--- config.mk ---
export PLATFORM = sky130hd
export DESIGN_NAME = sad_min_select
export DESIGN_NICKNAME = d
export VERILOG_FILES = /design/src/rtl/sad_pkg.sv /design/src/rtl/sad_min_lane.sv /design/src/rtl/sad_min_select.sv
export SDC_FILE = /design/constraint.sdc
export NUM_CORES = 2
export LEC_CHECK = 0
export CAP_MARGIN = 20
export CORE_AREA = 2 2 668 670
export CTS_CLUSTER_DIAMETER = 120
export DETAILED_ROUTE_END_ITERATION = 10
export DIE_AREA = 0 0 670 672
export SLEW_MARGIN = 25
export SYNTH_ARGS = -nofsm -noshare
export SYNTH_HDL_FRONTEND = slang
export SYNTH_SLANG_ARGS = --single-unit
--- constraint.sdc ---
create_clock -name clk -period 4.42 [get_ports clk]
set_input_delay 0.884 -clock clk [delete_from_list [all_inputs] [get_ports clk]]
set_output_delay 0.884 -clock clk [all_outputs]
set_load 0.01 [all_outputs]
--- src/rtl/sad_pkg.sv ---
// Shared constants for the SAD minimum-select block: lane layout per
// partition type and the controller state encoding.
package sad_pkg;

  localparam int NUM_LANES = 41;

  // First lane of each partition group inside the packed SAD/MV vectors
  localparam int LANE_4X4   = 0;
  localparam int LANE_8X4   = 16;
  localparam int LANE_4X8   = 24;
  localparam int LANE_8X8   = 32;
  localparam int LANE_16X8  = 36;
  localparam int LANE_8X16  = 38;
  localparam int LANE_16X16 = 40;

  localparam int NUM_4X4   = LANE_8X4   - LANE_4X4;
  localparam int NUM_8X4   = LANE_4X8   - LANE_8X4;
  localparam int NUM_4X8   = LANE_8X8   - LANE_4X8;
  localparam int NUM_8X8   = LANE_16X8  - LANE_8X8;
  localparam int NUM_16X8  = LANE_8X16  - LANE_16X8;
  localparam int NUM_8X16  = LANE_16X16 - LANE_8X16;
  localparam int NUM_16X16 = NUM_LANES  - LANE_16X16;

  typedef enum logic [1:0] {
    IDLE   = 2'd0,
    SEARCH = 2'd1,
    DONE   = 2'd2
  } state_t;

  // Candidates per search: a square window of +/-sr in both axes
  function automatic int num_beats(input int sr);
    return (2 * sr + 1) * (2 * sr + 1);
  endfunction

endpackage

--- src/rtl/sad_min_lane.sv ---
// One lane of the minimum tracker: keeps the smallest SAD seen so far and
// the motion vector of the candidate that produced it.
module sad_min_lane
  import sad_pkg::*;
#(
  parameter int SAD_W = 16,
  parameter int MV_W  = 5
) (
  input  logic                clk,
  input  logic                rst,
  input  logic                beat,
  input  logic                first,
  input  logic [SAD_W-1:0]    sad,
  input  logic [2*MV_W-1:0]   mv,
  output logic [SAD_W-1:0]    best_sad,
  output logic [2*MV_W-1:0]   best_mv
);

  logic take;

  // Strict less-than so that on ties the earlier raster candidate is kept
  assign take = beat && (first || (sad < best_sad));

  always_ff @(posedge clk) begin
    if (rst) begin
      best_sad <= '1;
      best_mv  <= '0;
    end else if (take) begin
      best_sad <= sad;
      best_mv  <= mv;
    end
  end

endmodule

--- src/rtl/sad_min_select.sv ---
// Motion-search minimum selector: walks the candidate window in raster order
// and keeps, per partition lane, the lowest SAD and its motion vector.
module sad_min_select
  import sad_pkg::*;
#(
  parameter int SR    = 8,
  parameter int SAD_W = 16,
  parameter int MV_W  = $clog2(SR + 1) + 1
) (
  input  logic                          clk,
  input  logic                          rst,
  input  logic                          start,
  output logic                          busy,
  input  logic                          sad_valid,
  input  logic [NUM_LANES*SAD_W-1:0]    sad_in,
  output logic                          res_valid,
  input  logic                          res_ready,
  output logic [NUM_LANES*SAD_W-1:0]    best_sad,
  output logic [NUM_LANES*2*MV_W-1:0]   best_mv
);

  localparam int N_BEATS = num_beats(SR);
  localparam int CNT_W   = $clog2(N_BEATS + 1);

  localparam logic [MV_W-1:0]  MV_MIN   = MV_W'(-SR);
  localparam logic [MV_W-1:0]  MV_MAX   = MV_W'(SR);
  localparam logic [MV_W-1:0]  MV_ONE   = MV_W'(1);
  localparam logic [CNT_W-1:0] CNT_ONE  = CNT_W'(1);
  localparam logic [CNT_W-1:0] CNT_LAST = CNT_W'(N_BEATS - 1);

  state_t            state;
  state_t            next_state;
  logic [CNT_W-1:0]  beat_cnt;
  logic [MV_W-1:0]   mv_x;
  logic [MV_W-1:0]   mv_y;
  logic              beat;
  logic              first_beat;
  logic              last_beat;
  logic [2*MV_W-1:0] mv_cur;

  assign beat       = (state == SEARCH) && sad_valid;
  assign first_beat = (beat_cnt == '0);
  assign last_beat  = (beat_cnt == CNT_LAST);
  assign mv_cur     = {mv_y, mv_x};

  assign busy      = (state != IDLE);
  assign res_valid = (state == DONE);

  always_comb begin
    next_state = state;
    case (state)
      IDLE:    if (start)              next_state = SEARCH;
      SEARCH:  if (beat && last_beat)  next_state = DONE;
      DONE:    if (res_ready)          next_state = IDLE;
      default:                         next_state = IDLE;
    endcase
  end

  // Only a start seen in IDLE re-arms the window; mid-search starts are ignored
  always_ff @(posedge clk) begin
    if (rst) begin
      state    <= IDLE;
      beat_cnt <= '0;
      mv_x     <= '0;
      mv_y     <= '0;
    end else begin
      state <= next_state;
      if ((state == IDLE) && start) begin
        beat_cnt <= '0;
        mv_x     <= MV_MIN;
        mv_y     <= MV_MIN;
      end else if (beat) begin
        beat_cnt <= beat_cnt + CNT_ONE;
        if (mv_x == MV_MAX) begin
          mv_x <= MV_MIN;
          mv_y <= mv_y + MV_ONE;
        end else begin
          mv_x <= mv_x + MV_ONE;
        end
      end
    end
  end

  for (genvar i = 0; i < NUM_LANES; i++) begin : g_lane
    sad_min_lane #(
      .SAD_W (SAD_W),
      .MV_W  (MV_W)
    ) u_lane (
      .clk      (clk),
      .rst      (rst),
      .beat     (beat),
      .first    (first_beat),
      .sad      (sad_in[i*SAD_W +: SAD_W]),
      .mv       (mv_cur),
      .best_sad (best_sad[i*SAD_W +: SAD_W]),
      .best_mv  (best_mv[i*2*MV_W +: 2*MV_W])
    );
  end

endmodule

=== Word level (Yosys, flattened, before mapping) ===
Cells that the tools add are included.

* Register bits after elaboration: 1087
* Word-level logic and storage cells: 243

* Eq/ne operators: 7
* Reduce and logical (&&, ||, !) cells: 94
* Order comparisons: 41
* Muxes and demuxes: 10
* Add/subtract/negate cells: 3

{| class="wikitable"
|+ Operators with widths
! cell !! number
|-
| $lt 16x16->1 || 41
|-
| $logic_and 1x1->1 || 44
|-
| $logic_or 1x1->1 || 41
|-
| $mux 5 || 6
|-
| $add 5x1->5 const B || 2
|-
| $add 9x1->9 const B || 1
|-
| $eq 9x9->1 const B || 1
|-
| $logic_not 9->1 || 1
|-
| $mux 2 || 3
|-
| $pmux 2 s3 || 1
|-
| $reduce_bool 2->1 || 3
|-
| $eq 5x4->1 const B || 1
|-
| $ne 2x1->1 const B || 2
|-
| $reduce_and 2->1 || 2
|-
| $reduce_and 3->1 || 1
|-
| $eq 2x1->1 const B || 1
|-
| $eq 2x2->1 const B || 1
|-
| $logic_not 2->1 || 1
|-
| $ne 2x2->1 const B || 1
|-
| $reduce_or 2->1 || 1
|}

=== Depth between registers and ports, before layout ===
* Word-level depth: 5
* Mapped depth: 10
* Gate-level depth less buffers: 8

=== Cells and area by module ===
A second synthesis with hierarchy kept.

* Cell total of the unflattened synthesis: 6937
* Area total of the unflattened synthesis: 63246.9 sq um

{| class="wikitable"
|+ By module, submodules not included
! module !! sequential area each (sq um) !! cells an instance !! instances !! area each (sq um)
|-
| sad_min_lane || 520.5 || 166 || 41 || 1515.2
|-
| sad_min_select || 420.4 || 131 || 1 || 1123.6
|}

=== Worst setup path after synthesis ===
No wires, ideal clock.

* Path kind: input port to flip-flop
* From: in sad_in[193]
* To: reg g_lane[12].u_lane.best_mv[1]
* Slack: 1.931 ns
* Arrival time: 2.360 ns
* Stages on the path: 8
* Cell sequence: ha_1 -> a2111oi_0 -> nor3_1 -> o221ai_1 -> a21oi_1 -> buf_2 -> buf_2 -> mux2i_1

* Word-level cells in the longest chain between the ends: 3

{| class="wikitable"
|+ RTL lines
! what !! line !! text
|-
| start, declared || sad_min_select.sv:15 || <nowiki>input logic [NUM_LANES*SAD_W-1:0] sad_in,</nowiki>
|-
| $lt 16x16->1 || sad_min_lane.sv:22 || <nowiki>assign take = beat && (first || (sad < best_sad));</nowiki>
|-
| $logic_or 1x1->1 || sad_min_lane.sv:22 ||
|-
| $logic_and 1x1->1 || sad_min_lane.sv:22 ||
|-
| end signal, assigned || sad_min_lane.sv:30 || <nowiki>best_mv <= mv;</nowiki>
|-
| end, declared || sad_min_lane.sv:16 || <nowiki>output logic [2*MV_W-1:0] best_mv</nowiki>
|}

No other way between the ends.
A chain may end at the register's enable or synchronous reset.

=== Final worst setup path ===
* From: reg g_lane[4].u_lane.best_sad[4]
* To: out best_sad[68]

{| class="wikitable"
|+ RTL lines
! what !! line !! text
|-
| start, declared || sad_min_lane.sv:15 || <nowiki>output logic [SAD_W-1:0] best_sad,</nowiki>
|-
| start signal, assigned || sad_min_lane.sv:26 || <nowiki>best_sad <= '1;</nowiki>
|-
| start signal, assigned || sad_min_lane.sv:29 || <nowiki>best_sad <= sad;</nowiki>
|-
| end, declared || sad_min_select.sv:18 || <nowiki>output logic [NUM_LANES*SAD_W-1:0] best_sad,</nowiki>
|}

No word-level cell between the ends.

==> metrics.md <==
| Metric | Value |
|---|---|
| Top cell type's share of synthesized area | `a little over a third` |
| Nets | `9,462` |
| Worst Path Buf+Inv | `1` |
| Kind of critical path | `reg -> out` |
| Max Freq | `approximately 0.32 GHz` |
| Core Area | `between 400,000 and 500,000 um^2` |
| CTS tree | `built` |
| DRT Pass-1 Iters | `6` |
| Slew at the pin closest to its max-slew limit | `1200 ps` |
| Clk sinks | `1,087` |
| R2r endpoint | `g_lane[0].u_lane.best_mv[4]` |
| Leak | `44.1 nW` |
| Final setup vio count | `0` |
| DIE AREA | `450,000 um^2` |
| Part of the cycle the worst path needs | `71.7%` |
| R2R cell count | `7` |
| Reg-to-Reg Start | `state[1]` |
| Cts bufs inserted | `152` |
| Vert. Die Dim | `around 670 um` |
| Min Tclk post-route | `~3200 ps` |
| All-Layer GR Usage | `about 17%` |
| Largest net degree at the start of global routing | `175` |
| HP Class | `reg -> reg` |
| Initial antenna violation count | `328` |
| Vias per inst | `approximately 3.8` |
| Most common cell in the netlist | `nor2_1` |
| Post-Layout Cell Count | `between 10,000 and 15,000` |
| Worst stage delay on the critical path | `around 1100 ps` |
| Hold path cells | `2` |
| DRC viols | `0` |
| Final worst clock skew | `just under 80 ps` |
| Worst-path maximum fanout | `3` |
| Post-synthesis instance total | `6,557` |
| Crit path arrival time | `2290 ps` |
| Worst-path clk slew | `around 60 ps` |
| Top FF cell, synth | `dfxtp_1` |
| Syn Area/Cell | `9.17 um^2` |
| Setup TNS | `0 ps` |
| Chip width | `about 670 um` |
| CP Launch Type | `register` |
| Post-CTS Setup Inserts | `0` |
| Largest delay contributor family on the critical path | `buffers and inverters` |
| Hold Vio Cnt, Final | `0` |
| Hold Path End | `g_lane[27].u_lane.best_mv[9]` |
| Synth cell types | `44` |
| Synthesized area | `between 60,000 and 70,000 um^2` |
| Post-synth EDFFs | `0` |
| Gpl congestion | `0.981` |
| Post-cts hold buffer count | `0` |
| Sequential share of the synthesized area | `about 36%` |
| Async SR Flop Fraction | `0%` |
| Commonest cells in the netlist | `1,409 x nor2_1, 1,087 x dfxtp_1, 1,066 x mux2i_1` |
| Post-CTS resize count | `0` |
| Vias in the first global route | `between 50,000 and 60,000` |
| Routed wire length | `400,000 um` |
| Status | `finished, final reports clean` |
| Syn-to-layout area delta | `44.8%` |
| Placed insts | `roughly 14,000` |
| Max clock buf depth | `4` |
| Reg-to-reg setup timing slack | `1470 ps` |
| Flops & latches, synth | `between 1,000 and 1,500` |
| DP Wirelength | `about 340,000 um` |
| Area leader, netlist | `dfxtp_1` |
| IO Count | `roughly 1,700` |
| First-pass GRT wire length | `~510,000 um` |
| Fraction of layout cells with a size suffix above 1 | `4.95%` |
| CTS root buf | `clkbuf_16` |
| Critical-path cell with the highest stage delay | `clkdlybuf4s50_1` |
| Port Buffers | `between 1,500 and 2,000` |
| Cell Pwr Density | `365 nW/um^2` |
| Max VDD drop | `between 0.2 and 0.3 mV` |
| Rel. slew slack | `approximately a fifth` |
| Grt ovf | `0` |
| Vias | `roughly 55,000` |
| RSZ-0062 raised after global routing | `no` |
| CP required | `approximately 3500 ps` |
| Worst-path cell chain | `clkdlybuf4s50_1` |
| Rows | `about 250` |
| DRT iter0 DRCs | `4,359` |
| Ranking of synthesized cells by area | `dfxtp_1 36%, mux2i_1 18%, ha_1 13%, nor2_1 8.8%, inv_1 3.9%` |
| Final Max Tran Viols | `0` |
| Post-route ant nets | `0` |
| Yosys warnings | `0` |
| CP Capture Type | `output pin` |
| HP Start | `g_lane[27].u_lane.best_mv[9]` |
| Initial core utilization | `between 10% and 20%` |
| Latest clock arrival within the worst-skew pair | `~880 ps` |
| Net count after synthesis | `slightly below 8,000` |
| H-tree depth | `4` |
| Post-DR wirelength/cell | `around 28 um` |
| Max Cap Viol | `0` |
## cell families after synthesis
| family | share of synthesized area, % |
|---|---|
| buffers and inverters | 12.0 |
| adders and majority gates | 12.9 |
| AOI/OAI and AO/OA | 5.62 |
| muxes | 17.7 |
| xor gates and xnor gates | 0.175 |
| and+or+nand+nor | 15.4 |
| DFF | 36.2 |
## how the worst max path moves through the flow
stage / start / to / cells after the start
2_1_floorplan: sad_in[193] / g_lane[12].u_lane.best_mv[1] / 8
3_3_place_gp: sad_valid / g_lane[0].u_lane.best_mv[4] / 7
3_5_place_dp: sad_valid / g_lane[0].u_lane.best_mv[6] / 7
4_1_cts: g_lane[13].u_lane.best_sad[14] / best_sad[222] / 1
5_1_grt: state[1] / busy / 3
6_report: g_lane[4].u_lane.best_sad[4] / best_sad[68] / 1
## layout make-up
type | instances | area, um^2
well taps | 5928 | 7420
inverters | 622 | 2340
clock inverters | 62 | 846
repair buffers | 1837 | 18500
multi-input cells | 4481 | 31600
flip-flops and latches | 1087 | 21800
clock buffers | 210 | 4310
fillers | 49100 | 357000
diodes | 118 | 295
## worst min-delay path, stage by stage (launching register included)
cell and delay [ps]:
dfxtp_1 300, nand2_1 50, mux2i_1 50
## cells in the final DEF, fill, tap and decap left out, drive strengths merged, types with 2 or more instances in the layout
master and instances:
nor2 1409, nor2b 2, or3 2, xor2 10, clkbuf 210, nand3 41, inv 634, a211o 41
a21o 82, ha 620, o21ai 126, clkinvlp 8, xnor2 2, mux2i 1066, and3 2, nor4 41
bufinv 15, nand2b 41, a2111oi 41, dfxtp 1087, nand4 90, nor3 126, buf 110, diode 118
a21oi 173, clkdlybuf4s50 1727, clkinv 27, o221ai 41, nand2 517
## per-layer routing
layer | up-vias | wire length [um] | part of all wire, % | global-route usage [%]
met4 | 256 | 16600 | 4.1 | 5.94
met2 | 2370 | 177000 | 44 | 27.2
met5 | - | 1680 | 0.42 | 0
met1 | 25800 | 149000 | 37 | 18.8
met3 | 812 | 56200 | 14 | 9.89
li1 | 25300 | - | - | -
## power breakdown
group / leakage (nW) / internal [mW] / switching, mW
sequential: 8.86 / 10.5 / 0.581
clock: 2.51 / 7.75 / 5.41
combinational: 32.7 / 3.33 / 4.24
total: 44.1 / 21.5 / 10.2
## per-stage QoR
step           instance area (um^2)  util, %  hold slack [ps]  setup WS (ps)  power [mW]
3_3_place_gp                  81600     18.4              443            544        18.8
3_5_place_dp                  81600     18.4              451            500        18.9
4_1_cts                       86700     19.6              458           1120        32.2
5_1_grt                       86800     19.6              471           1110        33.1
2_1_floorplan                 60100        -              466           1930        15.2
6_report                      87000     19.6              456           1250        31.8
## registers in the layout (all words and copies together), names as in the netlist
register	cells
beat_cnt	9
mv_x	5
g_lane.u_lane.best_sad	656
mv_y	5
state	2
g_lane.u_lane.best_mv	410
(Power assumes the default switching activity.)
